File: src/rtl/csi2_rx_pkg.sv
// Shared types for the CSI-2 receive controller: controller state encoding
// and a small state classification helper.
package csi2_rx_pkg;

  typedef enum logic [1:0] {
    ST_IDLE    = 2'd0,
    ST_ARM     = 2'd1,
    ST_ACTIVE  = 2'd2,
    ST_RECOVER = 2'd3
  } state_e;

  // States in which the D-PHY is enabled and the watchdog runs.
  function automatic logic is_running(input state_e s);
    return (s == ST_ARM) || (s == ST_ACTIVE);
  endfunction

endpackage

File: src/rtl/csi2_rx_watchdog.sv
// Frame-activity watchdog: counts quiet cycles while running and flags the
// TIMEOUT_CYCLES-th consecutive quiet cycle.
module csi2_rx_watchdog #(
  parameter int unsigned TIMEOUT_CYCLES = 1000000
) (
  input  logic clk_i,
  input  logic rst_i,
  input  logic run_i,
  input  logic clear_i,
  output logic expire_o
);

  localparam int unsigned W = (TIMEOUT_CYCLES > 1) ? $clog2(TIMEOUT_CYCLES) : 1;
  localparam logic [W-1:0] LAST = W'(TIMEOUT_CYCLES - 1);

  logic [W-1:0] cnt_q;
  logic [W-1:0] cnt_d;

  // Count quiet running cycles; stopping, any frame marker or expiry restarts from zero.
  always_comb begin
    expire_o = run_i && !clear_i && (cnt_q == LAST);
    if (!run_i || clear_i || expire_o) begin
      cnt_d = '0;
    end else begin
      cnt_d = cnt_q + W'(1);
    end
  end

  // Quiet-cycle counter register.
  always_ff @(posedge clk_i) begin
    if (rst_i) begin
      cnt_q <= '0;
    end else begin
      cnt_q <= cnt_d;
    end
  end

endmodule

File: src/rtl/csi2_rx_ctrl.sv
// CSI-2 receive controller: D-PHY enable sequencing, frame tracking, error
// recovery with pipeline reset, and frame/error statistics.
module csi2_rx_ctrl
  import csi2_rx_pkg::*;
#(
  parameter int unsigned TIMEOUT_CYCLES = 1000000,
  parameter int unsigned RECOVER_CYCLES = 16,
  parameter int unsigned CNT_WIDTH      = 16
) (
  input  logic                 clk_i,
  input  logic                 rst_i,
  input  logic                 start_i,
  input  logic                 stop_i,
  input  logic                 frame_start_i,
  input  logic                 frame_end_i,
  input  logic                 pkt_error_i,
  output logic                 enable_o,
  output logic                 pipe_rst_o,
  output logic [1:0]           state_o,
  output logic                 in_frame_o,
  output logic [CNT_WIDTH-1:0] frame_cnt_o,
  output logic [CNT_WIDTH-1:0] error_cnt_o,
  output logic                 timeout_o
);

  localparam int unsigned RW = (RECOVER_CYCLES > 1) ? $clog2(RECOVER_CYCLES) : 1;
  localparam logic [RW-1:0] REC_LAST = RW'(RECOVER_CYCLES - 1);

  state_e               state_q, state_d;
  logic                 in_frame_q, in_frame_d;
  logic                 stop_pend_q, stop_pend_d;
  logic                 enable_q, enable_d;
  logic                 pipe_rst_q, pipe_rst_d;
  logic                 timeout_q, timeout_d;
  logic [CNT_WIDTH-1:0] frame_cnt_q, frame_cnt_d;
  logic [CNT_WIDTH-1:0] error_cnt_q, error_cnt_d;
  logic [RW-1:0]        rec_cnt_q, rec_cnt_d;
  logic                 err_evt;
  logic                 frame_done;
  logic                 wd_expire;

  csi2_rx_watchdog #(
    .TIMEOUT_CYCLES(TIMEOUT_CYCLES)
  ) u_watchdog (
    .clk_i   (clk_i),
    .rst_i   (rst_i),
    .run_i   (is_running(state_q)),
    .clear_i (frame_start_i | frame_end_i),
    .expire_o(wd_expire)
  );

  // State and status registers.
  always_ff @(posedge clk_i) begin
    if (rst_i) begin
      state_q     <= ST_IDLE;
      in_frame_q  <= 1'b0;
      stop_pend_q <= 1'b0;
      enable_q    <= 1'b0;
      pipe_rst_q  <= 1'b0;
      timeout_q   <= 1'b0;
      frame_cnt_q <= '0;
      error_cnt_q <= '0;
      rec_cnt_q   <= '0;
    end else begin
      state_q     <= state_d;
      in_frame_q  <= in_frame_d;
      stop_pend_q <= stop_pend_d;
      enable_q    <= enable_d;
      pipe_rst_q  <= pipe_rst_d;
      timeout_q   <= timeout_d;
      frame_cnt_q <= frame_cnt_d;
      error_cnt_q <= error_cnt_d;
      rec_cnt_q   <= rec_cnt_d;
    end
  end

  // Next state: packet errors outrank frame markers, which outrank the watchdog.
  always_comb begin
    state_d     = state_q;
    in_frame_d  = in_frame_q;
    stop_pend_d = stop_pend_q | stop_i;
    timeout_d   = 1'b0;
    err_evt     = 1'b0;
    frame_done  = 1'b0;
    case (state_q)
      ST_IDLE: begin
        stop_pend_d = 1'b0;
        if (start_i && !stop_i) begin
          state_d = ST_ARM;
        end else begin
          state_d = ST_IDLE;
        end
      end
      ST_ARM: begin
        if (pkt_error_i) begin
          err_evt = 1'b1;
          state_d = ST_RECOVER;
        end else if (stop_i) begin
          state_d = ST_IDLE;
        end else if (frame_start_i) begin
          state_d    = ST_ACTIVE;
          in_frame_d = 1'b1;
        end else if (wd_expire) begin
          timeout_d = 1'b1;
          err_evt   = 1'b1;
          state_d   = ST_RECOVER;
        end else begin
          state_d = ST_ARM;
        end
      end
      ST_ACTIVE: begin
        if (pkt_error_i) begin
          err_evt = 1'b1;
          state_d = ST_RECOVER;
        end else if (in_frame_q && frame_end_i) begin
          // A same-cycle FS opens the next frame immediately.
          frame_done = 1'b1;
          in_frame_d = frame_start_i;
          if (stop_pend_d) begin
            state_d = ST_IDLE;
          end else begin
            state_d = ST_ACTIVE;
          end
        end else if (in_frame_q ? frame_start_i : frame_end_i) begin
          err_evt = 1'b1;
          state_d = ST_RECOVER;
        end else if (!in_frame_q && stop_i) begin
          state_d = ST_IDLE;
        end else if (frame_start_i) begin
          in_frame_d = 1'b1;
        end else if (wd_expire) begin
          timeout_d = 1'b1;
          err_evt   = 1'b1;
          state_d   = ST_RECOVER;
        end else begin
          state_d = ST_ACTIVE;
        end
      end
      ST_RECOVER: begin
        if (rec_cnt_q == REC_LAST) begin
          state_d = stop_pend_d ? ST_IDLE : ST_ARM;
        end else begin
          state_d = ST_RECOVER;
        end
      end
      default: begin
        state_d = ST_IDLE;
      end
    endcase

    if (!is_running(state_d)) begin
      in_frame_d = 1'b0;
    end else begin
      in_frame_d = in_frame_d & (state_d == ST_ACTIVE);
    end
    if (state_d == ST_IDLE) begin
      stop_pend_d = 1'b0;
    end else begin
      stop_pend_d = stop_pend_d;
    end
    if ((state_q == ST_RECOVER) && (state_d == ST_RECOVER)) begin
      rec_cnt_d = rec_cnt_q + RW'(1);
    end else begin
      rec_cnt_d = '0;
    end
    if (frame_done) begin
      frame_cnt_d = frame_cnt_q + CNT_WIDTH'(1);
    end else begin
      frame_cnt_d = frame_cnt_q;
    end
    if (err_evt && (error_cnt_q != '1)) begin
      error_cnt_d = error_cnt_q + CNT_WIDTH'(1);
    end else begin
      error_cnt_d = error_cnt_q;
    end
  end

  // Output decode from the upcoming state; any return to IDLE flushes the pipeline once.
  always_comb begin
    enable_d   = is_running(state_d);
    pipe_rst_d = (state_d == ST_RECOVER) || ((state_d == ST_IDLE) && (state_q != ST_IDLE));
  end

  assign enable_o    = enable_q;
  assign pipe_rst_o  = pipe_rst_q;
  assign state_o     = state_q;
  assign in_frame_o  = in_frame_q;
  assign frame_cnt_o = frame_cnt_q;
  assign error_cnt_o = error_cnt_q;
  assign timeout_o   = timeout_q;

endmodule

File: config.mk
export PLATFORM = sky130hd
export DESIGN_NAME = csi2_rx_ctrl
export DESIGN_NICKNAME = d
export VERILOG_FILES = /design/src/rtl/csi2_rx_pkg.sv /design/src/rtl/csi2_rx_watchdog.sv /design/src/rtl/csi2_rx_ctrl.sv
export SDC_FILE = /design/constraint.sdc
export NUM_CORES = 1
export LEC_CHECK = 0
export CAP_MARGIN = 20
export CORE_MARGIN = 2
export CORE_UTILIZATION = 40
export CTS_CLUSTER_SIZE = 16
export DETAILED_ROUTE_END_ITERATION = 7
export PLACE_DENSITY = 0.69
export SYNTH_ARGS = -nofsm -noshare
export SYNTH_HDL_FRONTEND = slang
export SYNTH_HIERARCHICAL = 1
export SYNTH_SLANG_ARGS = --single-unit
export TNS_END_PERCENT = 10
File: constraint.sdc
create_clock -name clk_i -period 7.4 [get_ports clk_i]
set_clock_uncertainty 0.1 [all_clocks]
set_input_delay 1.48 -clock clk_i [delete_from_list [all_inputs] [get_ports clk_i]]
set_output_delay 1.48 -clock clk_i [all_outputs]
set_load 0.005 [all_outputs]
==> results of run 1 <==
-- sequential cells by signal, indices dropped and copies added (netlist names), 2 cells and up --
register,cells
error_cnt_o,16
frame_cnt_o,16
u_watchdog/cnt_q,20
state_o,2
rec_cnt_q,4
-- routing by layer --
layer | track usage, % | part of all wire [%]
met2 | 26.3 | 45
met5 | 0 | 0
met3 | 5.51 | 5.5
met1 | 17.6 | 48
met4 | 4.67 | 1.1
-- path summary, 6_finish.rpt --
check | endpoint | depth (start not counted)
worst min-delay path | rec_cnt_q[0] | 1
worst min register to register | rec_cnt_q[0] | 1
worst max-delay path | error_cnt_o[15] | 11
worst max register to register | error_cnt_o[15] | 11
-- cells in the mapped netlist (all sizes together) --
master / number / area [µm²]
and3: 3 / 18.8
xor2: 13 / 114
or3: 4 / 30.0
a221oi: 2 / 17.5
mux2i: 3 / 30.0
or4b: 1 / 10.0
o21ai: 6 / 30.0
nor4: 9 / 56.3
nor4b: 1 / 8.76
buf: 5 / 37.5
a211oi: 3 / 22.5
a21oi: 9 / 45.0
nor3b: 3 / 22.5
a31o: 2 / 17.5
a311oi: 1 / 15.0
ha: 8 / 100
o31ai: 3 / 22.5
o221ai: 1 / 8.76
a222oi: 1 / 10.0
dfxtp: 63 / 1260
nand2b: 4 / 32.5
a21boi: 1 / 7.51
or4: 4 / 30.0
nand4: 13 / 96.3
nor2: 63 / 236
nand3: 20 / 100
clkbuf: 6 / 23.8
or3b: 1 / 8.76
nor2b: 3 / 18.8
xnor2: 31 / 272
inv: 17 / 63.8
and4: 3 / 26.3
a31oi: 2 / 12.5
nor3: 16 / 85.1
or2: 5 / 31.3
o211ai: 2 / 15.0
and4b: 1 / 10.0
a41o: 1 / 10.0
nand2: 15 / 56.3
-- layout by cell type, fill, tap and decap left out, types with 9 or more instances in the layout --
master           netlist  final
nor2_1                63     63
dfxtp_1               63     63
clkdlybuf4s50_1        0     44
xnor2_1               31     31
nand3_1               20     20
inv_1                 17     17
nand2_1               15     15
nor3_1                15     15
xor2_1                13     13
nand4_1               12     12
clkbuf_8               0     10
a21oi_1                9      9
nor4_1                 9      9
-- logic make-up after synthesis --
kind of cell | after synthesis | share of synthesized area (%)
AOI/OAI and AO/OA | 34 | 7.76
buffers and inverters | 28 | 4.15
DFF | 63 | 41.8
and+or+nand+nor | 169 | 29.1
muxes | 3 | 0.996
adders and majority gates | 8 | 3.32
xor gates and xnor gates | 44 | 12.8
-- power by group through the flow --
stage | clock (mW) | sequential [mW] | combinational, mW
2_1_floorplan | 0 | 0.351 | 0.0206
3_3_place_gp | 0 | 0.351 | 0.0334
3_5_place_dp | 0 | 0.351 | 0.0337
4_1_cts | 0.317 | 0.343 | 0.0339
5_1_grt | 0.330 | 0.343 | 0.0369
6_report | 0.308 | 0.343 | 0.0338
-- per-stage QoR --
stage	area, µm²	hold slack [ns]
2_1_floorplan	3010	0.318
3_3_place_gp	3530	0.330
3_5_place_dp	3530	0.346
4_1_cts	3740	0.363
5_1_grt	3740	0.409
6_report	3740	0.359
-- layout make-up --
type,count,area (µm²)
clock inverters,6,68.8
multi-input cells,258,1630
fillers,730,3550
clock buffers,10,138
repair buffers,46,455
flip-flops and latches,63,1260
inverters,17,63.8
well taps,99,124
-- critical path: cells and delay by family --
family	cells	cell delay [ns]
and+or+nand+nor	6	1.61
AOI/OAI and AO/OA	3	0.44
buffers and inverters	2	0.75
==> impl_metrics.json, run 1 <==
{
  "ctsHoldBuffers": 0,
  "yosys_warnings": 6,
  "area_delta_synth_final_pct": 24.0,
  "worstPathRequired_ns": 7.58,
  "cts_buffers": 9,
  "power.internal_uw": 521,
  "syn_area_per_cell_um2": 8.64,
  "min_from": "rec_cnt_q[0]",
  "ios": 45,
  "seqPwrFrac_pct": 50.1,
  "place_ws_ns": 2.92,
  "setup_tns_ns": 0,
  "critical_path.slowest_cell": "clkdlybuf4s50_1",
  "path_class": "in2reg",
  "r2r_slack_ns": 4.15,
  "switching_power_uw": 164,
  "p_per_area_nw_per_um2": 183,
  "status": "completed",
  "cts_buffer_depth": 2,
  "final_util_pct": 51.3,
  "dp_cells": 483,
  "cts.root.buffer_cell": "clkbuf_8",
  "finalHoldViolCount": 0,
  "crit_start": "frame_end_i",
  "die_x_um": 90.8,
  "grt_pass1_vias": 2375,
  "layout.cells.non_filler": 499,
  "routabilityCongestion": 0.836,
  "initial_utilization_pct": 41.3,
  "post_cts_buffers": 0,
  "drtAntennaViolNets": 0,
  "synthesis.area_um2": 3010,
  "max_stage_delay_ns": 0.56,
  "drt_first_pass_iters": 4,
  "irDropWorstVdd_mv": 0.112,
  "hold_path.class": "reg2reg",
  "layout_min_cycle_time_ns": 4.11,
  "min_period_over_period_pct": 55.5,
  "drv_cap": 0,
  "start_kind": "input port",
  "nNetsFinal": 410,
  "crit_arrival_ns": 4.29,
  "wirelength_mm": 6.09,
  "finalSetupViolations": 0,
  "rows": 31,
  "num_vias": 2533,
  "slew-limit-headroom_pct": 62.6,
  "switching_share_pct": 23.9,
  "dieHeight_um": 90.8,
  "worst_slew_pin_slew_ns": 0.557,
  "drtIter0Drc": 164,
  "ys_ff_latch": 63,
  "clk_pin_slew_ns": 0.08,
  "fmax_ghz": 0.243,
  "endpoint_kind": "flip-flop",
  "rsz0062_at_grt": "false",
  "antenna_cells": 0,
  "leakagePower_nw": 1.20,
  "grt_max_degree": 40,
  "power_uw": 685,
  "drc": 0,
  "synthDistinctLibCells": 46,
  "grt_overflow": 0,
  "dp_hpwl_mm": 4.24,
  "syn_inst": 349,
  "grt_usage_pct": 15.2,
  "cts_tree": "done",
  "ys_seq_area_share_pct": 41.8,
  "p_clk_share_pct": 45.0,
  "cp_cell_sequence": "clkdlybuf4s50_1 -> or2_2 -> nor2b_1 -> and4_1 -> nand2b_4 -> a311oi_2 -> a211oi_1 -> buf_4 -> or2_1 -> or4_1 -> a21oi_1",
  "grt_antenna_before_repair": 0,
  "cts.sinks": 63,
  "r2r_start": "u_watchdog/cnt_q[0]",
  "port_buffers": 44,
  "fp.coreArea_um2": 7290,
  "drive_gt1_share_pct": 7.50,
  "ctsResizeCount": 0,
  "clock_latency_ns": 0.34,
  "drv_slew": 0,
  "h-tree-depth": 3,
  "wl_per_cell_um": 12.2,
  "combPwrFrac_pct": 4.9,
  "vias_per_cell": 5.08,
  "syn_nets": 364,
  "layout_setup_ws_ns": 3.29,
  "cp_max_fo": 13,
  "grt_pass1_wl_mm": 10.3,
  "fp.dieArea_um2": 8250
}
Note: power is estimated with default switching activity, not from simulation.
==> run 2: changes to the inputs <==
--- a/config.mk
+++ b/config.mk
@@ -10,7 +10,7 @@
 export CORE_UTILIZATION = 40
 export CTS_CLUSTER_SIZE = 16
 export DETAILED_ROUTE_END_ITERATION = 7
-export PLACE_DENSITY = 0.69
+export PLACE_DENSITY = 0.71
 export SYNTH_ARGS = -nofsm -noshare
 export SYNTH_HDL_FRONTEND = slang
 export SYNTH_HIERARCHICAL = 1
==> constraint.sdc (replaced) <==
create_clock -name clk_i -period 3.5 [get_ports clk_i]
set_clock_uncertainty 0.1 [all_clocks]
set_input_delay 0.7 -clock clk_i [delete_from_list [all_inputs] [get_ports clk_i]]
set_output_delay 0.7 -clock clk_i [all_outputs]
set_load 0.005 [all_outputs]
==> impl_metrics.json, run 2 (synthesized netlist as in run 1, its figures left out) <==
{
  "status": "completed",
  "cp_max_fo": 4,
  "p_per_area_nw_per_um2": 379,
  "finalHoldViolCount": 0,
  "layout_common_cells": "nor2_1, dfxtp_1, clkdlybuf4s50_1, xnor2_1, nand3_1",
  "slew-limit-headroom_pct": 59.3,
  "max_stage_delay_ns": 0.47,
  "rows": 31,
  "cts_buffer_depth": 2,
  "area_delta_synth_final_pct": 25.2,
  "cts_tree": "done",
  "grt_usage_pct": 15.7,
  "ios": 45,
  "drive_gt1_share_pct": 8.87,
  "ctsResizeCount": 0,
  "drv_slew": 0,
  "setup_tns_ns": 0,
  "hold_path.class": "reg2reg",
  "combPwrFrac_pct": 5.3,
  "finalSetupViolations": 0,
  "endpoint_kind": "flip-flop",
  "start_kind": "input port",
  "drv_cap": 0,
  "cts.sinks": 63,
  "num_vias": 2575,
  "wl_per_cell_um": 12.5,
  "ctsHoldBuffers": 0,
  "critPathTopFamily": "simple AND/OR/NAND/NOR gates",
  "cp_cell_sequence": "clkdlybuf4s50_1 -> or2_2 -> nor2b_1 -> and4_1 -> nand2b_4 -> a311oi_2 -> a211oi_1 -> or2_1 -> or4_1 -> a21oi_1",
  "grt_max_degree": 38,
  "die_x_um": 90.8,
  "switching_power_uw": 344,
  "post_cts_buffers": 0,
  "nNetsFinal": 416,
  "rsz0062_at_grt": "false",
  "clk_pin_slew_ns": 0.07,
  "largest_reg_flops": 20,
  "grt_pass1_wl_mm": 10.8,
  "p_clk_share_pct": 44.0,
  "worst_slew_pin_slew_ns": 0.604,
  "fmax_ghz": 0.337,
  "largest_register": "u_watchdog/cnt_q",
  "grt_overflow": 0,
  "initial_utilization_pct": 41.3,
  "grt_pass1_vias": 2460,
  "fp.coreArea_um2": 7290,
  "cp.buffers_inverters": 1,
  "min_period_over_period_pct": 84.8,
  "leakagePower_nw": 1.23,
  "fp.dieArea_um2": 8250,
  "power.internal_mw": 1.08,
  "h-tree-depth": 3,
  "irDropWorstVdd_mv": 0.264,
  "cts_buffers": 9,
  "dp_hpwl_mm": 4.44,
  "critical_path.slowest_cell": "or4_1",
  "drtIter0Drc": 103,
  "port_buffers": 44,
  "grt_antenna_before_repair": 0,
  "vias_per_cell": 5.10,
  "crit_arrival_ns": 3.14,
  "dieHeight_um": 90.8,
  "layout_min_cycle_time_ns": 2.97,
  "switching_share_pct": 24.1,
  "routabilityCongestion": 0.824,
  "seqPwrFrac_pct": 50.7,
  "drt_first_pass_iters": 4,
  "antenna_cells": 0,
  "final_util_pct": 51.8,
  "wirelength_mm": 6.32,
  "fill_cells": 703,
  "cts.root.buffer_cell": "clkbuf_8",
  "clock_latency_ns": 0.34,
  "path_class": "in2reg",
  "drtAntennaViolNets": 0,
  "drc": 0,
  "worstPathRequired_ns": 3.67
}
-- run 2: cell types whose count changed in the layout (fill, tap and decap cells not counted) --
cell | previous run | this run
buf_4 | 2 | 8
clkbuf_8 | 10 | 9
clkinv_2 | 0 | 2
clkinv_4 | 0 | 1
clkinvlp_4 | 4 | 2
-- run 2: cell type report --
| cell class | instances | area (µm²) | share of cell area (%) |
|---|---|---|---|
| Multi-Input combinational cell | 258 | 1630 | 43.1 |
| Sequential cell | 63 | 1260 | 33.4 |
| Timing Repair Buffer | 52 | 500 | 13.3 |
| Clock buffer | 9 | 124 | 3.28 |
| Tap cell | 99 | 124 | 3.28 |
| Clock inverter | 7 | 72.6 | 1.92 |
| Inverter | 17 | 63.8 | 1.69 |
-- run 2: final timing paths --
| path | from | endpoint | slack, ns | cells after the start |
|---|---|---|---|---|
| worst max-delay path | frame_start_i | error_cnt_o[15] | 0.53 | 10 |
| worst min register to register | rec_cnt_q[0] | rec_cnt_q[0] | 0.35 | 1 |
| worst min-delay path | rec_cnt_q[0] | rec_cnt_q[0] | 0.35 | 1 |
| worst max register to register | u_watchdog/cnt_q[10] | error_cnt_o[15] | 0.56 | 9 |
-- run 2: stage by stage --
step	cells	hold WS [ns]	cell area, µm²	total power [mW]	setup WS [ns]
2_1_floorplan	349	0.318	3010	0.785	0.506
3_3_place_gp	489	0.328	3580	0.816	0.251
3_5_place_dp	489	0.340	3580	0.817	0.174
4_1_cts	505	0.353	3770	1.45	0.537
5_1_grt	505	0.380	3770	1.49	0.341
6_report	505	0.349	3770	1.43	0.533
-- run 2: power groups by stage --
stage,Clock (mW),Sequential [mW],Combinational [mW]
2_1_floorplan,0,0.741,0.0435
3_3_place_gp,0,0.741,0.0752
3_5_place_dp,0,0.741,0.0756
4_1_cts,0.653,0.725,0.0759
5_1_grt,0.679,0.725,0.0833
6_report,0.628,0.725,0.0756
-- run 2: layer usage --
layer	track usage, %	up-vias	wire (µm)
li1	-	1313	-
met1	19.6	1198	2960
met2	26.1	58	2990
met3	5.34	6	320
met4	3.91	0	53
met5	0	-	0
